===== src/rtl/clarke_arb.sv =====
// Round-robin sequencer sharing one Clarke transform unit between N_REQ
// current-sample requesters. Operands are latched on grant, the unit gets a
// one-cycle start, and alpha/beta are captured LAT cycles later into a
// per-requester result slot that is drained through its own handshake.
//
// Handshakes: a transfer happens on the rising clk edge where valid and ready
// are both 1. On the request side req_ready is combinational from the FSM
// state and req_valid. On the result side res_valid is registered, its data
// stays stable while it is held, and it clears on the edge where res_ready is 1.
module clarke_arb #(
    parameter int D_WIDTH = 18,
    parameter int N_REQ   = 2,
    parameter int LAT     = 1
) (
    input  logic                       clk,
    input  logic                       rstb,
    input  logic [N_REQ-1:0]           req_valid,
    output logic [N_REQ-1:0]           req_ready,
    input  logic [N_REQ*D_WIDTH-1:0]   req_a,
    input  logic [N_REQ*D_WIDTH-1:0]   req_b,
    output logic [N_REQ-1:0]           res_valid,
    input  logic [N_REQ-1:0]           res_ready,
    output logic [N_REQ*D_WIDTH-1:0]   res_alpha,
    output logic [N_REQ*D_WIDTH-1:0]   res_beta,
    output logic                       ck_start,
    output logic [D_WIDTH-1:0]         ck_a,
    output logic [D_WIDTH-1:0]         ck_b,
    input  logic [D_WIDTH-1:0]         ck_alpha,
    input  logic [D_WIDTH-1:0]         ck_beta,
    output logic                       busy
);

    localparam int ID_W  = (N_REQ > 1) ? $clog2(N_REQ) : 1;
    localparam int CNT_W = (LAT > 1) ? $clog2(LAT) : 1;

    localparam logic [1:0] S_IDLE  = 2'd0;
    localparam logic [1:0] S_ISSUE = 2'd1;
    localparam logic [1:0] S_WAIT  = 2'd2;

    logic [1:0]               state_q, state_d;
    logic [ID_W-1:0]          rr_q, rr_d;
    logic [ID_W-1:0]          id_q, id_d;
    logic [CNT_W-1:0]         cnt_q, cnt_d;
    logic [D_WIDTH-1:0]       op_a_q, op_a_d;
    logic [D_WIDTH-1:0]       op_b_q, op_b_d;
    logic [N_REQ-1:0]         res_valid_q, res_valid_d;
    logic [N_REQ*D_WIDTH-1:0] res_alpha_q, res_alpha_d;
    logic [N_REQ*D_WIDTH-1:0] res_beta_q, res_beta_d;

    logic [N_REQ-1:0]         elig;
    logic                     gnt_found;
    logic [ID_W-1:0]          gnt_id;
    logic [ID_W:0]            scan_sum;
    logic [ID_W-1:0]          scan_idx;

    // Round-robin search: first eligible index at or after the pointer, wrapping.
    // A requester whose result slot is still full is not eligible.
    always_comb begin
        elig      = req_valid & ~res_valid_q;
        gnt_found = 1'b0;
        gnt_id    = '0;
        scan_sum  = '0;
        scan_idx  = '0;
        for (int k = 0; k < N_REQ; k++) begin
            scan_sum = {1'b0, rr_q} + (ID_W+1)'(k);
            if (scan_sum >= (ID_W+1)'(N_REQ)) begin
                scan_sum = scan_sum - (ID_W+1)'(N_REQ);
            end
            scan_idx = scan_sum[ID_W-1:0];
            if (!gnt_found && elig[scan_idx]) begin
                gnt_found = 1'b1;
                gnt_id    = scan_idx;
            end
        end
    end

    // Accept only the granted requester, and only while idle.
    always_comb begin
        req_ready = '0;
        if (state_q == S_IDLE && gnt_found) begin
            req_ready[gnt_id] = 1'b1;
        end
    end

    // Sequencer next state: grant -> issue start -> count down latency -> capture.
    // Result slots drain independently of the sequencer state.
    always_comb begin
        state_d     = state_q;
        rr_d        = rr_q;
        id_d        = id_q;
        cnt_d       = cnt_q;
        op_a_d      = op_a_q;
        op_b_d      = op_b_q;
        res_valid_d = res_valid_q & ~res_ready;
        res_alpha_d = res_alpha_q;
        res_beta_d  = res_beta_q;
        case (state_q)
            S_IDLE: begin
                if (gnt_found) begin
                    op_a_d  = req_a[int'(gnt_id)*D_WIDTH +: D_WIDTH];
                    op_b_d  = req_b[int'(gnt_id)*D_WIDTH +: D_WIDTH];
                    id_d    = gnt_id;
                    rr_d    = (gnt_id == ID_W'(N_REQ-1)) ? '0 : gnt_id + 1'b1;
                    state_d = S_ISSUE;
                end
            end
            S_ISSUE: begin
                cnt_d   = CNT_W'(LAT-1);
                state_d = S_WAIT;
            end
            S_WAIT: begin
                if (cnt_q == '0) begin
                    // The slot was empty at grant time, so no drain can race this capture.
                    res_alpha_d[int'(id_q)*D_WIDTH +: D_WIDTH] = ck_alpha;
                    res_beta_d[int'(id_q)*D_WIDTH +: D_WIDTH]  = ck_beta;
                    res_valid_d[id_q] = 1'b1;
                    state_d = S_IDLE;
                end else begin
                    cnt_d = cnt_q - 1'b1;
                end
            end
            default: begin
                state_d = S_IDLE;
            end
        endcase
    end

    // State registers; reset discards any in-flight operation and all held results.
    always_ff @(posedge clk or negedge rstb) begin
        if (!rstb) begin
            state_q     <= S_IDLE;
            rr_q        <= '0;
            id_q        <= '0;
            cnt_q       <= '0;
            op_a_q      <= '0;
            op_b_q      <= '0;
            res_valid_q <= '0;
            res_alpha_q <= '0;
            res_beta_q  <= '0;
        end else begin
            state_q     <= state_d;
            rr_q        <= rr_d;
            id_q        <= id_d;
            cnt_q       <= cnt_d;
            op_a_q      <= op_a_d;
            op_b_q      <= op_b_d;
            res_valid_q <= res_valid_d;
            res_alpha_q <= res_alpha_d;
            res_beta_q  <= res_beta_d;
        end
    end

    // The unit's done level is sticky, so it is not used; the latency counter sequences.
    assign ck_start  = (state_q == S_ISSUE);
    assign ck_a      = op_a_q;
    assign ck_b      = op_b_q;
    assign busy      = (state_q != S_IDLE);
    assign res_valid = res_valid_q;
    assign res_alpha = res_alpha_q;
    assign res_beta  = res_beta_q;

endmodule


===== config.mk =====
export PLATFORM = sky130hd
export DESIGN_NAME = clarke_arb
export DESIGN_NICKNAME = d
export VERILOG_FILES = /design/src/rtl/clarke_arb.sv
export SDC_FILE = /design/constraint.sdc
export NUM_CORES = 1
export LEC_CHECK = 0
export CAP_MARGIN = 10
export CORE_ASPECT_RATIO = 1.4
export CORE_MARGIN = 1
export CORE_UTILIZATION = 25
export CTS_CLUSTER_DIAMETER = 30
export DETAILED_ROUTE_END_ITERATION = 7
export DONT_BUFFER_PORTS = 1
export SYNTH_ARGS = -nofsm -noshare
export SYNTH_HDL_FRONTEND = slang
export SYNTH_SLANG_ARGS = --single-unit

===== constraint.sdc =====
create_clock -name clk -period 5.3 [get_ports clk]
set_input_delay 1.06 -clock clk [delete_from_list [all_inputs] [get_ports clk]]
set_output_delay 1.06 -clock clk [all_outputs]
set_load 0.01 [all_outputs]

==> flow_metrics.tcl <==
set metrics [dict create \
    first_iter_violations 153 \
    critical_path_class "input pin to primary output" \
    maxCapViolations 0 \
    place_area_sq_um 4742 \
    synthTopCellsByCount "dfrtp_1 (114), mux2_2 (72), a221o_1 (36), and3_1 (36), buf_2 (10)" \
    finalMaxSlewViolations 0 \
    layout.nets 416 \
    dp_slack_ns 2.042 \
    fillers 1770 \
    cts_buffers 17 \
    synthesis.nets 415 \
    grt.busiest_layer "met2" \
    synth-edff-count 0 \
    instances_no_fill 552 \
    stdcell_area_sq_um 5406 \
    drc 0 \
    cts.clk_slew.worst_paths_ns 0.06 \
    io_pins 228 \
    crit_chain "or3b_1 -> and2_1" \
    clk_path_buf_depth 2 \
    grt_pass1_wl_microns 16290 \
    async_reset_ff_frac 1.000 \
    grt_pass1_vias 2914 \
    cp.arrival_ns 2.20 \
    rsz0062_at_grt "no" \
    firstDrtPassIters 4 \
    max_freq_mhz 307.0 \
    leakagePower_nw 2.394 \
    die_x_microns 115.8 \
    routedWlPerCell_microns 19.58 \
    clkPwrFrac 0.299 \
    dp.cells 518 \
    p_seq_frac 0.462 \
    fp.dieArea_sq_um 18680 \
    hold_viol_final 0 \
    fin_util 0.3082 \
    worstPathMaxFanout 37 \
    ctsHoldBuffers 0 \
    clkLatencyLatePin_ns 0.40 \
    start_util 0.2583 \
    synth_top_cell_by_area "dfrtp_1" \
    core_area_sq_um 17540 \
    gr-usage-all-layers 0.1169 \
    finalPower_mw 4.049 \
    seqCellArea_sq_um 2853 \
    crit_required_ns 4.24 \
    path_buf_inv 0 \
    maxSlewHeadroom 0.3631 \
    tritoncts "built" \
    finalCritPeriodShare 0.6146 \
    status "finished, final reports clean" \
    internal_power_mw 2.667 \
    start_kind "input pin" \
    p_switching_mw 1.382 \
    power_density_nw_per_um2 748.9 \
    yosysMostFrequentCell "dfrtp_1" \
    wl_microns 10810 \
    worstSetupEndpointType "primary output" \
    use_met2 0.1978 \
    hold-worst-slack_ns 0.3529 \
    viasPerCell 4.861 \
    multiInputGateArea_sq_um 1553 \
    layout_min_cycle_time_ns 3.257 \
    cts_resized 0 \
    fin_skew_ns 0.005029 \
    worst_path_largest_cell_delay_ns 0.73 \
    synth_ff_type "dfrtp_1" \
    synth_seq_cells 114 \
    die_y_microns 161.3 \
    grt_use_met1 0.1209 \
    fin_setup_tns_ns 0 \
    setup_ws_ns 2.043 \
    port-buffer-count 0 \
    postRouteAntennaNets 0 \
    min_path_type "input pin to asynchronous set/reset pin" \
    areaGrowthSynthToFinish_pct 19.30 \
    setup_viol_count_final 0 \
    worst_slew_pin_slew_ns 0.9553 \
    gp_congestion 0.7588 \
    synth_cell_types 21 \
    synth_top_area_frac 0.6295 \
    syn-instance-count 301 \
    yosys_warnings 0 \
    cts_root_buffer "clkbuf_16" \
    syn_avg_cell_area_sq_um 15.06 \
    synth_area_leaders "dfrtp_1 (63%), mux2_2 (18%), a221o_1 (8.0%)" \
    p_comb_frac 0.239 \
    p_sw_frac 0.3414 \
    ys_seq_area_frac 0.6295 \
    use_met3 0.04953 \
    drive_above_1_share 0.3587 \
    num_vias 2683 \
    grt_antenna_before_repair 1 \
    fp-row-count 57 \
    cts_num_sinks 114 \
    post_cts_buffers 0 \
    place.detailed.hpwl_microns 7511 \
    peakVddDrop_mv 0.2044 \
    syn-cell-area_sq_um 4532 \
    worst_path_max_delay_cell "or3b_1" \
    h-tree-depth 4 \
    grt_max_degree 115 \
    crit_family "simple AND/OR/NAND/NOR gates" \
    grt.overflow.total 0 \
]
cell families after synthesis:
family,share of synthesized area
DFF,0.6295
AOI/OAI and AO/OA,0.09415
muxes,0.1789
buffers and inverters,0.03092
and+or+nand+nor,0.06654
area by class of cell:
class / count / area share
sequential: 114 / 0.5277
multi-input combinational: 161 / 0.2872
clock buffer: 17 / 0.07869
tap: 236 / 0.05462
clock inverter: 15 / 0.03865
timing repair buffer: 5 / 0.01065
inverter: 3 / 0.002083
antenna: 1 / 0.0004629
registers in the layout, indices dropped and copies added, names as in the netlist:
register / flops
ck_a: 18
ck_b: 18
id_q: 1
res_alpha: 36
res_beta: 36
res_valid: 2
rr_q: 1
state_q: 2
layer usage:
| layer | up-vias | routed length, microns |
|---|---|---|
| met5 | - | 0 |
| met4 | 0 | 253 |
| met3 | 14 | 1009 |
| met2 | 136 | 5672 |
| met1 | 1391 | 3875 |
| li1 | 1142 | - |
cells in the final DEF (no fill, tap or decap), drive strengths merged, types with 3 or more instances in the layout:
master,synthesis,layout
buf,14,5
clkbuf,9,17
a221o,36,36
dfrtp,114,114
a21o,3,3
inv,3,5
clkinvlp,0,3
mux2,72,72
and3,36,36
clkinv,0,6
bufinv,0,4
power groups by stage:
stage	sequential, mW	combinational, mW	clock [mW]
2_1_floorplan	1.75	0.835	0
3_3_place_gp	1.88	0.900	0
3_5_place_dp	1.89	0.946	0
4_1_cts	1.88	0.952	1.25
5_1_grt	1.93	1.06	1.30
6_report	1.87	0.969	1.21
final timing paths:
path                                   start             to  slack [ns]  cells past startpoint
worst max-delay path            req_valid[0]   req_ready[1]        2.04                      2
max in group asynchronous               rstb  res_alpha[28]        4.76                      0
worst min register to register          id_q           id_q        0.56                      1
worst min-delay path                    rstb       ck_a[11]        0.35                      0
min in group clk                        id_q           id_q        0.56                      1
worst max register to register  res_valid[0]       ck_a[16]        3.25                      3
Power figures use the tool's default switching activity.
